<file path="src/rtl/mem_arbiter.sv">
// Arbiter that shares a single memory port between instruction fetch and data access.
// Define MEM_ARBITER_FAIR_EN to alternate grants under contention; by default data always wins.
module mem_arbiter (
  input  logic        clk,
  input  logic        reset,
  input  logic        if_req,
  input  logic [31:0] if_addr,
  output logic [31:0] if_rdata,
  output logic        if_done,
  input  logic        d_read,
  input  logic        d_write,
  input  logic [31:0] d_addr,
  input  logic [31:0] d_wdata,
  input  logic [3:0]  d_byteenable,
  output logic [31:0] d_rdata,
  output logic        d_done,
  output logic [31:0] mem_address,
  output logic        mem_read,
  output logic        mem_write,
  output logic [31:0] mem_writedata,
  output logic [3:0]  mem_byteenable,
  input  logic [31:0] mem_readdata,
  input  logic        mem_waitrequest,
  input  logic        halt,
  output logic        active,
  output logic [2:0]  dbg_state_o
);

  // Handshake: a requester holds its request until its done pulse and drops it
  // the cycle after; the memory side accepts a strobe in any cycle where
  // mem_waitrequest is low, and strobes stay stable until then.

  typedef enum logic [2:0] {
    S_IDLE   = 3'd0,
    S_FETCH  = 3'd1,
    S_DATA   = 3'd2,
    S_RESP   = 3'd3,
    S_HALTED = 3'd4
  } state_e;

  state_e      state_q;
  logic [31:0] mem_address_q;
  logic        mem_read_q;
  logic        mem_write_q;
  logic [31:0] mem_writedata_q;
  logic [3:0]  mem_byteenable_q;
  logic [31:0] if_rdata_q;
  logic [31:0] d_rdata_q;
  logic        if_done_q;
  logic        d_done_q;
  logic        active_q;
  logic        data_pend;
  logic        grant_data_d;

  assign data_pend = d_read | d_write;

`ifdef MEM_ARBITER_FAIR_EN
  // 1 = data was granted last, 0 = fetch was granted last
  logic last_grant_q;
  assign grant_data_d = data_pend & (~if_req | ~last_grant_q);
`else
  assign grant_data_d = data_pend;
`endif

  always_ff @(posedge clk or posedge reset) begin
    if (reset) begin
      state_q          <= S_IDLE;
      mem_address_q    <= 32'h0;
      mem_read_q       <= 1'b0;
      mem_write_q      <= 1'b0;
      mem_writedata_q  <= 32'h0;
      mem_byteenable_q <= 4'h0;
      if_rdata_q       <= 32'h0;
      d_rdata_q        <= 32'h0;
      if_done_q        <= 1'b0;
      d_done_q         <= 1'b0;
      active_q         <= 1'b1;
`ifdef MEM_ARBITER_FAIR_EN
      last_grant_q     <= 1'b0;
`endif
    end else begin
      if_done_q <= 1'b0;
      d_done_q  <= 1'b0;
      case (state_q)
        S_IDLE: begin
          if (halt) begin
            state_q  <= S_HALTED;
            active_q <= 1'b0;
          end else if (grant_data_d) begin
            state_q          <= S_DATA;
            mem_address_q    <= d_addr;
            mem_writedata_q  <= d_wdata;
            mem_byteenable_q <= d_byteenable;
            // A simultaneous read and write request is served as a write.
            mem_write_q      <= d_write;
            mem_read_q       <= ~d_write;
`ifdef MEM_ARBITER_FAIR_EN
            last_grant_q     <= 1'b1;
`endif
          end else if (if_req) begin
            state_q          <= S_FETCH;
            mem_address_q    <= if_addr;
            mem_writedata_q  <= 32'h0;
            mem_byteenable_q <= 4'hF;
            mem_read_q       <= 1'b1;
            mem_write_q      <= 1'b0;
`ifdef MEM_ARBITER_FAIR_EN
            last_grant_q     <= 1'b0;
`endif
          end
        end
        S_FETCH: begin
          if (!mem_waitrequest) begin
            if_rdata_q <= mem_readdata;
            mem_read_q <= 1'b0;
            if_done_q  <= 1'b1;
            state_q    <= S_RESP;
          end
        end
        S_DATA: begin
          if (!mem_waitrequest) begin
            if (mem_read_q) begin
              d_rdata_q <= mem_readdata;
            end
            mem_read_q  <= 1'b0;
            mem_write_q <= 1'b0;
            d_done_q    <= 1'b1;
            state_q     <= S_RESP;
          end
        end
        S_RESP: begin
          if (halt) begin
            state_q  <= S_HALTED;
            active_q <= 1'b0;
          end else begin
            state_q <= S_IDLE;
          end
        end
        S_HALTED: begin
          state_q  <= S_HALTED;
          active_q <= 1'b0;
        end
        default: begin
          state_q <= S_IDLE;
        end
      endcase
    end
  end

  assign mem_address    = mem_address_q;
  assign mem_read       = mem_read_q;
  assign mem_write      = mem_write_q;
  assign mem_writedata  = mem_writedata_q;
  assign mem_byteenable = mem_byteenable_q;
  assign if_rdata       = if_rdata_q;
  assign d_rdata        = d_rdata_q;
  assign if_done        = if_done_q;
  assign d_done         = d_done_q;
  assign active         = active_q;
  assign dbg_state_o    = state_q;

endmodule

</file>
<file path="config.mk">
export PLATFORM = sky130hd
export DESIGN_NAME = mem_arbiter
export DESIGN_NICKNAME = d
export VERILOG_FILES = /design/src/rtl/mem_arbiter.sv
export SDC_FILE = /design/constraint.sdc
export NUM_CORES = 1
export LEC_CHECK = 0
export ABC_CLOCK_PERIOD_IN_PS = 5300
export CAP_MARGIN = 0
export CELL_PAD_IN_SITES_DETAIL_PLACEMENT = 0
export CELL_PAD_IN_SITES_GLOBAL_PLACEMENT = 2
export CORE_MARGIN = 2
export CORE_UTILIZATION = 25
export DETAILED_ROUTE_END_ITERATION = 7
export PLACE_DENSITY = 0.85
export SLEW_MARGIN = 40
export SYNTH_ARGS = -nofsm -noshare
export SYNTH_HDL_FRONTEND = slang
export SYNTH_SLANG_ARGS = --single-unit
</file>
<file path="constraint.sdc">
create_clock -name clk -period 5.3 [get_ports clk]
set_clock_uncertainty 0.1 [all_clocks]
set_input_delay 1.06 -clock clk [delete_from_list [all_inputs] [get_ports clk]]
set_output_delay 1.06 -clock clk [all_outputs]
set_load 0.05 [all_outputs]
</file>
==> flow_metrics.env, run 1 <==
export IMPL_yosys_cell_types_count=35
export IMPL_edff_count_synth=0
export IMPL_avgRoutedWirePerCell_um=17.8
export IMPL_fmaxAchievable_mhz=314
export IMPL_cts_hold_buffers=0
export IMPL_timing_critical_path_required_ns=5.55
export IMPL_cp_start_kind="input pin"
export IMPL_grt_first_pass_wirelength_mm=26.5
export IMPL_worst_slew_pin_transition_ns=0.750
export IMPL_placeableCoreArea_um2=21800
export IMPL_finalHoldViolCount=0
export IMPL_postCtsSetupBuffers=0
export IMPL_cp_max_fo=36
export IMPL_synth_cell_area_um2=5570
export IMPL_grt_antenna_before_repair=0
export IMPL_die_area_um2=23500
export IMPL_worst_path_largest_cell_delay_ns=0.63
export IMPL_cell_chain_of_the_critical_path="clkdlybuf4s50_1, or2_2, o21ai_4, buf_16, buf_4, a22o_1"
export IMPL_clkLatencyLatePin_ns=0.41
export IMPL_critPathCaptureType="register"
export IMPL_worstSetupPathType="input pin to register"
export IMPL_gp_congestion=0.810
export IMPL_place_detailed_instances=903
export IMPL_first_global_vias=4743
export IMPL_run_status="completed"
export IMPL_postSynthCellCount=371
export IMPL_syn_to_final_growth_pct=66.6
export IMPL_synth_top_area_share_pct=62.4
export IMPL_placement_io_buffers=278
export IMPL_syn_num_nets=510
export IMPL_tritoncts="yes"
export IMPL_clk_root_buffer_cell="clkbuf_16"
export IMPL_max_cap_violations=0
export IMPL_unrepaired_setup_endpoints_after_global_routing="false"
export IMPL_clkTransAtPathRegs_ns=0.06
export IMPL_synth_ff_latch_count=140
export IMPL_max_slew_margin_rel_pct=50.0
export IMPL_grt_remaining_overflow=0
export IMPL_p_leak_nw=3.96
export IMPL_grt_max_degree=98
export IMPL_hp_class="register to register"
export IMPL_cell_with_the_most_instances_after_synthesis="dfrtp_1"
export IMPL_worstPathArrival_ns=3.44
export IMPL_drt_iter0_drc=168
export IMPL_final_design_area_no_fill_um2=9290
export IMPL_sequential_cell_area_in_the_final_layout_um2=3500
export IMPL_n_fill_cell=2014
export IMPL_drtPass1Iterations=5
export IMPL_tritoncts_num_buffers=17
export IMPL_finish_cell_count_without_fillers=935
export IMPL_fp_dieH_um=153
export IMPL_vdd_ir_drop_worst_v=0.000388
export IMPL_yosysTopAreaCell="dfrtp_1"
export IMPL_num_vias=4249
export IMPL_vias_per_std_cell=4.54
export IMPL_syn_area_per_cell_um2=15.0
export IMPL_n_antenna_cell=0
export IMPL_drt_total_wl_mm=16.7
export IMPL_chipWidth_um=153
export IMPL_final_antenna_net_count=0
export IMPL_layout_cells_sized_above_1_pct=17.1
export IMPL_post_dp_hpwl_mm=11.9
export IMPL_final_setup_viol_count=0
export IMPL_layout_nets=782
export IMPL_ys_dominant_reg_cell="dfrtp_1"
export IMPL_core_rows=54
export IMPL_post_dp_cell_area_um2=8610
export IMPL_cts_htree_levels=4
export IMPL_cts_buffer_depth=2
export IMPL_multiInputGateArea_um2=1920
export IMPL_final_max_slew_viol_count=0
export IMPL_final_period_utilization_pct=60.2
export IMPL_timing_final_crit_period_ns=3.19
export IMPL_synth_async_sr_flop_share_pct=100
export IMPL_synthesis_yosys_warnings=0
export IMPL_cpMaxStageDelayCell="or2_2"
export IMPL_ioPinCount=279
export IMPL_synth_area_leaders="dfrtp_1, mux2_4, mux2_2, a22o_1, o2bb2ai_1"
export IMPL_totalNegativeSetupSlack_ns=0
export IMPL_cts_repair_resize_count=0
export IMPL_cts_sinks=140
export IMPL_route_detailed_drc=0
export IMPL_initial_core_util_pct=25.5
export IMPL_grt_usage_pct=14.2
export IMPL_proportion_of_synthesized_chip_area_in_sequential_cells_pct=62.9
export IMPL_power_density_nw_per_um2=743
export IMPL_synth_common_cells="dfrtp_1, mux2_2, a22oi_1"
[metal layers]
metal  track usage [%]  up-vias  share of wire, %
met5                 0        -                 0
met4              3.44        0              0.86
met3              6.44       13               9.0
met2              24.1      187                50
met1              16.5     2098                41
li1                  -     1951                 -
[logic make-up (layout without fill, tap and decap cells)]
family          after synthesis  count (layout)  synth area share (%)
flops                       140             140                  62.9
fa+ha+maj                     1               1                 0.180
compound gates              113             113                  16.5
buf+inv                      34             318                  3.14
mux                          64              64                  15.0
simple gates                 19              19                  2.34
[area by class of cell]
type / instances / share of cell area, %
inverters: 3 / 0.202
well taps: 280 / 3.77
clock buffers: 18 / 4.62
multi-input cells: 197 / 20.7
repair buffers: 284 / 30.7
clock inverters: 13 / 2.32
flip-flops and latches: 140 / 37.7
[through the flow]
step	hold WS (ns)	setup slack (ns)	power [mW]	utilization [%]
after floorplan	0.511	0.389	4.29	-
after global placement	0.372	1.66	5.56	39.5
after detailed placement	0.373	1.49	5.61	39.5
after CTS	0.389	1.92	6.96	42.4
after global routing	0.406	1.97	7.20	42.6
final	0.384	2.11	6.90	42.6
[power breakdown]
group          switching, mW  internal (mW)
registers              0.318           1.56
logic                   2.33           1.39
clock network          0.465          0.837
total                   3.11           3.79
[worst max-delay path, delay by kind of cell]
family / cells / cell delay, ns
AOI/OAI and AO/OA: 2 / 0.75
and+or+nand+nor: 1 / 0.63
buffers and inverters: 3 / 0.98
[sequential cells by signal (all words and copies together), names as in the netlist]
| register | count |
|---|---|
| if_done | 1 |
| mem_read | 1 |
| mem_writedata | 32 |
| d_rdata | 32 |
| if_rdata | 32 |
| mem_byteenable | 4 |
| dbg_state_o | 3 |
| d_done | 1 |
| mem_write | 1 |
| active | 1 |
| mem_address | 32 |
[layout by cell type (no fill, tap or decap), types with 2 or more instances in the layout]
cell and count:
buf_4 5, clkdlybuf4s50_1 278, clkbuf_16 17, o21ai_0 3
a22oi_1 33, bufinv_16 5, mux2_2 34, nand2_1 4
a22o_1 32, o211ai_1 2, inv_6 2, a21oi_1 2
clkinv_4 4, o22a_1 5, nor3_1 2, dfrtp_1 139
nor2_1 2, mux2_4 30, o2bb2ai_1 32
[final timing paths]
kind	slack, ns	cells past startpoint	startpoint	endpoint
min in group asynchronous	1.07	2	reset	d_rdata[20]$_DFFE_PP0P_
max	2.11	6	d_write	mem_writedata[10]$_DFFE_PP0P_
min reg2reg	0.38	1	mem_address[7]$_DFFE_PP0P_	mem_address[7]$_DFFE_PP0P_
min	0.38	1	mem_address[7]$_DFFE_PP0P_	mem_address[7]$_DFFE_PP0P_
max reg2reg	2.92	3	dbg_state_o[1]$_DFFE_PP0P_	mem_write$_DFFE_PP0P_
max in group asynchronous	3.00	3	reset	mem_address[21]$_DFFE_PP0P_
Power figures use the tool's default switching activity.
==> run 2, diff against run 1 <==
- ABC_CLOCK_PERIOD_IN_PS: 5300 -> 2960
- clock period: 5.3 -> 2.96 ns (I/O delays scaled with it)
==> run 2 against run 1 <==
  * Critical path depth shrank 5
  * Design area shrank 0.28%
  * Non-clock buffer count grew 4
  * Combinational power grew 80%
  * First-iteration DRC count grew 29%
  * Sequential cell count is the same
  * Register-to-register slack lost 2.2 ns
  * Critical endpoint is now dbg_state_o[1]
  * Largest cell class unchanged
  * Largest power group unchanged
==> flow_metrics.env, run 2 (same netlist as run 1, synthesis figures left out) <==
export IMPL_run_status="completed"
export IMPL_drt_total_wl_mm=16.6
export IMPL_worst_path_largest_cell_delay_ns=0.90
export IMPL_cts_sinks=140
export IMPL_cpMaxStageDelayCell="clkdlybuf4s50_1"
export IMPL_totalNegativeSetupSlack_ns=0
export IMPL_layout_common_cells="clkdlybuf4s50_1, dfrtp_1, mux2_2"
export IMPL_drtPass1Iterations=4
export IMPL_route_detailed_drc=0
export IMPL_layout_cells_sized_above_1_pct=17.4
export IMPL_crit_family="buffers and inverters"
export IMPL_vias_per_std_cell=4.49
export IMPL_vdd_ir_drop_worst_v=0.000752
export IMPL_cts_hold_buffers=0
export IMPL_num_vias=4224
export IMPL_gp_congestion=0.795
export IMPL_layout_nets=786
export IMPL_final_max_slew_viol_count=0
export IMPL_post_dp_cell_area_um2=8700
export IMPL_max_slew_margin_rel_pct=57.1
export IMPL_cp_start_kind="register"
export IMPL_grt_usage_pct=14.3
export IMPL_final_period_utilization_pct=87.4
export IMPL_placement_io_buffers=278
export IMPL_cts_htree_levels=4
export IMPL_tritoncts="yes"
export IMPL_top_layer="met4"
export IMPL_drt_iter0_drc=216
export IMPL_cts_repair_resize_count=0
export IMPL_placeableCoreArea_um2=21800
export IMPL_whs_endpoint="mem_address[16]$_DFFE_PP0P_"
export IMPL_n_antenna_cell=0
export IMPL_tritoncts_num_buffers=17
export IMPL_worstPathArrival_ns=1.89
export IMPL_initial_core_util_pct=25.5
export IMPL_timing_critical_path_required_ns=2.27
export IMPL_power_density_nw_per_um2=1300
export IMPL_syn_to_final_growth_pct=66.2
export IMPL_postLayoutCoreUtil_pct=42.4
export IMPL_route_layer_met1_wl_mm=7.17
export IMPL_hp_class="register to register"
export IMPL_finalHoldViolCount=0
export IMPL_worst_reg_to_reg_cells=4
export IMPL_worst_slew_pin_transition_ns=0.637
export IMPL_grt_first_pass_wirelength_mm=26.5
export IMPL_timing_critical_path_buf_inv=1
export IMPL_p_leak_nw=3.93
export IMPL_final_design_area_no_fill_um2=9260
export IMPL_route_met3_wl_mm=1.47
export IMPL_cts_buffer_depth=2
export IMPL_die_area_um2=23500
export IMPL_most_common_cell_after_layout_fill_and_taps_aside="clkdlybuf4s50_1"
export IMPL_crit_reg2reg_capture="d_rdata[11]$_DFFE_PP0P_"
export IMPL_cell_chain_of_the_critical_path="clkdlybuf4s50_1"
export IMPL_worst_r2r_startpoint="dbg_state_o[1]$_DFFE_PP0P_"
export IMPL_unrepaired_setup_endpoints_after_global_routing="false"
export IMPL_final_antenna_net_count=0
export IMPL_cp_max_fo=11
export IMPL_dr_wl_met2_mm=7.75
export IMPL_worstSetupPathType="register to output pin"
export IMPL_max_cap_violations=0
export IMPL_post_place_ws_ns=0.152
export IMPL_finalWorstSetupSlack_ns=0.373
export IMPL_hold_path_startpoint="mem_address[16]$_DFFE_PP0P_"
export IMPL_critPathCaptureType="output pin"
export IMPL_timing_final_crit_period_ns=2.59
export IMPL_ioPinCount=279
export IMPL_grt_remaining_overflow=0
export IMPL_clkLatencyLatePin_ns=0.40
export IMPL_grt_antenna_before_repair=0
export IMPL_clk_root_buffer_cell="clkbuf_16"
export IMPL_fp_dieH_um=153
export IMPL_post_dp_hpwl_mm=12.1
export IMPL_final_setup_viol_count=0
export IMPL_hold_depth=1
export IMPL_grt_max_degree=80
export IMPL_reg2reg_setup_slack_ns=0.72
export IMPL_timing_hold_ws_ns=0.384
export IMPL_fmaxAchievable_mhz=387
export IMPL_postCtsSetupBuffers=0
export IMPL_clkTransAtPathRegs_ns=0.06
export IMPL_core_rows=54
export IMPL_first_global_vias=4613
export IMPL_chipWidth_um=153
export IMPL_avgRoutedWirePerCell_um=17.6
## run 2: cell count changes in the layout (fill, tap and decap cells not counted)
cell,before,now
and2_1,0,1
clkinvlp_4,1,5
inv_6,2,6
clkinv_4,4,2
inv_8,1,0
bufinv_16,5,1
buf_12,0,4
or4_2,1,0
buf_4,5,6
and2_2,1,0
or4_1,0,1
buf_16,1,0
## run 2: power by group
part / internal (mW) / switching, mW / leakage [nW]
combinational: 2.50 / 4.17 / 1.93
clock: 1.17 / 0.863 / 0.265
sequential: 2.80 / 0.555 / 1.73
## run 2: stage by stage
step / total power, mW / std cells
global route: 12.6 / 940
finish: 12.1 / 940
CTS: 12.2 / 940
floorplan: 7.68 / 371
detailed placement: 10.1 / 908
global placement: 10.0 / 908
## run 2: layer usage
layer  up-vias  global-route usage [%]
met5         -                       0
met4         0                    3.57
met3        10                    5.98
met2       190                    22.7
met1      2059                    18.0
li1       1965                       -
## run 2: worst max-delay path by stage
stage	start	end	slack (ns)	cells past startpoint
after detailed placement	mem_waitrequest	d_rdata[11]$_DFFE_PP0P_	0.15	5
after global routing	dbg_state_o[1]$_DFFE_PP0P_	dbg_state_o[1]	0.28	1
after CTS	dbg_state_o[1]$_DFFE_PP0P_	dbg_state_o[1]	0.35	1
after floorplan	reset	d_done$_DFF_PP0_	0.52	1
final	dbg_state_o[1]$_DFFE_PP0P_	dbg_state_o[1]	0.37	1
after global placement	mem_waitrequest	d_rdata[8]$_DFFE_PP0P_	0.23	5
## run 2: area by class of cell
type,count,area [µm²]
repair buffers,288,2910
clock inverters,14,135
clock buffers,18,429
flip-flops and latches,140,3500
multi-input cells,197,1920
fillers,1999,12600
inverters,3,15.0
well taps,280,350
## run 2: worst reg2reg max path: stages (launching register included)
cell	delay, ns
dfrtp_1	0.58
or4b_4	0.55
inv_2	0.11
nand2_4	0.34
mux2_4	0.45
==> run 3, diff against run 2 <==
- CORE_MARGIN: 2 -> 4
==> run 3 against run 2 <==
  * Register-to-register slack improved by 0.17 ns
  * Via count rose by 1.3%
  * Critical path type unchanged
  * Largest power group unchanged
  * Worst setup slack got worse by 0.046 ns
  * Sequential share of layout area fell by 0.092 points
  * Combinational power barely moved
  * Routed wire length rose by 5.5%
  * Sequential cell count did not move
  * First-iteration DRC count rose by 14%
  * Final cell count rose by 0.11%
  * Utilization barely moved
  * Critical path depth did not move
  * Global-route usage fell by 0.53 points
==> flow_metrics.env, run 3 (same netlist as run 1, synthesis figures left out) <==
export IMPL_clkLatencyLatePin_ns=0.41
export IMPL_placeableCoreArea_um2=21900
export IMPL_number_of_cells_on_the_critical_path=1
export IMPL_power_density_nw_per_um2=1300
export IMPL_tritoncts_num_buffers=17
export IMPL_cts_htree_levels=4
export IMPL_initial_core_util_pct=25.5
export IMPL_grt_max_degree=64
export IMPL_crit_family="buffers and inverters"
export IMPL_drt_iter0_drc=246
export IMPL_unrepaired_setup_endpoints_after_global_routing="false"
export IMPL_cts_buffer_depth=2
export IMPL_core_rows=54
export IMPL_chipWidth_um=157
export IMPL_post_place_ws_ns=0.383
export IMPL_cts_sinks=140
export IMPL_p_leak_nw=3.96
export IMPL_grt_usage_pct=13.7
export IMPL_clk_root_buffer_cell="clkbuf_16"
export IMPL_avgRoutedWirePerCell_um=18.6
export IMPL_cts_repair_resize_count=0
export IMPL_fmaxAchievable_mhz=380
export IMPL_route_detailed_drc=0
export IMPL_die_area_um2=24700
export IMPL_cell_chain_of_the_critical_path="clkdlybuf4s50_1"
export IMPL_final_setup_viol_count=0
export IMPL_final_design_area_no_fill_um2=9280
export IMPL_most_common_cell_after_layout_fill_and_taps_aside="clkdlybuf4s50_1"
export IMPL_final_period_utilization_pct=88.9
export IMPL_grt_antenna_before_repair=0
export IMPL_drt_total_wl_mm=17.5
export IMPL_hold_depth=1
export IMPL_cp_max_fo=11
export IMPL_worst_path_largest_cell_delay_ns=0.92
export IMPL_timing_critical_path_required_ns=2.27
export IMPL_drtPass1Iterations=5
export IMPL_grt_first_pass_wirelength_mm=26.6
export IMPL_vdd_ir_drop_worst_v=0.000618
export IMPL_ioPinCount=279
export IMPL_timing_critical_path_buf_inv=1
export IMPL_run_status="completed"
export IMPL_grt_remaining_overflow=0
export IMPL_postCtsSetupBuffers=0
export IMPL_timing_hold_ws_ns=0.387
export IMPL_n_antenna_cell=0
export IMPL_hp_class="register to register"
export IMPL_final_max_slew_viol_count=0
export IMPL_cts_hold_buffers=0
export IMPL_first_global_vias=4635
export IMPL_cp_start_kind="register"
export IMPL_final_antenna_net_count=0
export IMPL_placement_io_buffers=278
export IMPL_vias_per_std_cell=4.55
export IMPL_clkTransAtPathRegs_ns=0.07
export IMPL_post_dp_hpwl_mm=13.0
export IMPL_gp_congestion=0.833
export IMPL_worstPathArrival_ns=1.94
export IMPL_worstSetupPathType="register to output pin"
export IMPL_num_vias=4280
export IMPL_max_cap_violations=0
export IMPL_tritoncts="yes"
export IMPL_layout_cells_sized_above_1_pct=17.7
export IMPL_layout_common_cells="clkdlybuf4s50_1, dfrtp_1, mux2_2"
export IMPL_critPathCaptureType="output pin"
export IMPL_finalHoldViolCount=0
export IMPL_layout_nets=787
export IMPL_worst_slew_pin_transition_ns=0.613
export IMPL_syn_to_final_growth_pct=66.6
export IMPL_timing_final_crit_period_ns=2.63
export IMPL_cpMaxStageDelayCell="clkdlybuf4s50_1"
export IMPL_totalNegativeSetupSlack_ns=0
export IMPL_finalWorstSetupSlack_ns=0.328
export IMPL_fp_dieH_um=157
export IMPL_max_slew_margin_rel_pct=59.0
export IMPL_worst_reg_to_reg_cells=5
export IMPL_post_dp_cell_area_um2=8720
-- run 3: metal layers --
layer  share of wire (%)  global-route usage, %  vias to the layer above
li1                    -                      -                     1972
met1                  41                   17.0                     2082
met2                  48                   22.5                      214
met3                  10                   5.77                       12
met4                 1.1                   3.03                        0
met5                   0                      0                        -
-- run 3: area by class of cell --
cell class                 count  area, µm²
clock buffer                  17        425
clock inverter                15        141
fill                        2012      12600
inverter                       3       15.0
multi-input combinational    197       1920
sequential                   140       3500
tap                          280        350
timing repair buffer         289       2930
-- run 3: power breakdown --
part           internal [mW]  switching (mW)
combinational           2.49            4.20
clock                   1.12           0.939
sequential              2.80           0.554
-- run 3: worst register-to-register path, stage by stage, from the launching register on --
cell and delay, ns:
dfrtp_1 0.60, or4b_4 0.55, inv_2 0.10, nand2_4 0.06
buf_12 0.19, mux2_4 0.36
-- run 3: through the flow --
stage                     utilization (%)  total power, mW  cells
after floorplan                         -             7.68    371
after global placement               39.8             10.0    909
after detailed placement             39.8             10.1    909
after CTS                            42.4             12.3    941
after global routing                 42.4             12.7    941
final                                42.4             12.1    941
-- run 3: path summary, 6_finish.rpt --
| check | startpoint | end | slack, ns |
|---|---|---|---|
| max | dbg_state_o[1]$_DFFE_PP0P_ | dbg_state_o[1] | 0.33 |
| min | mem_address[13]$_DFFE_PP0P_ | mem_address[13]$_DFFE_PP0P_ | 0.39 |
| max reg2reg | dbg_state_o[1]$_DFFE_PP0P_ | d_rdata[30]$_DFFE_PP0P_ | 0.89 |
| min reg2reg | mem_address[13]$_DFFE_PP0P_ | mem_address[13]$_DFFE_PP0P_ | 0.39 |
| max in group asynchronous | reset | active$_DFFE_PP1P_ | 1.62 |
| min in group asynchronous | reset | d_rdata[31]$_DFFE_PP0P_ | 0.43 |
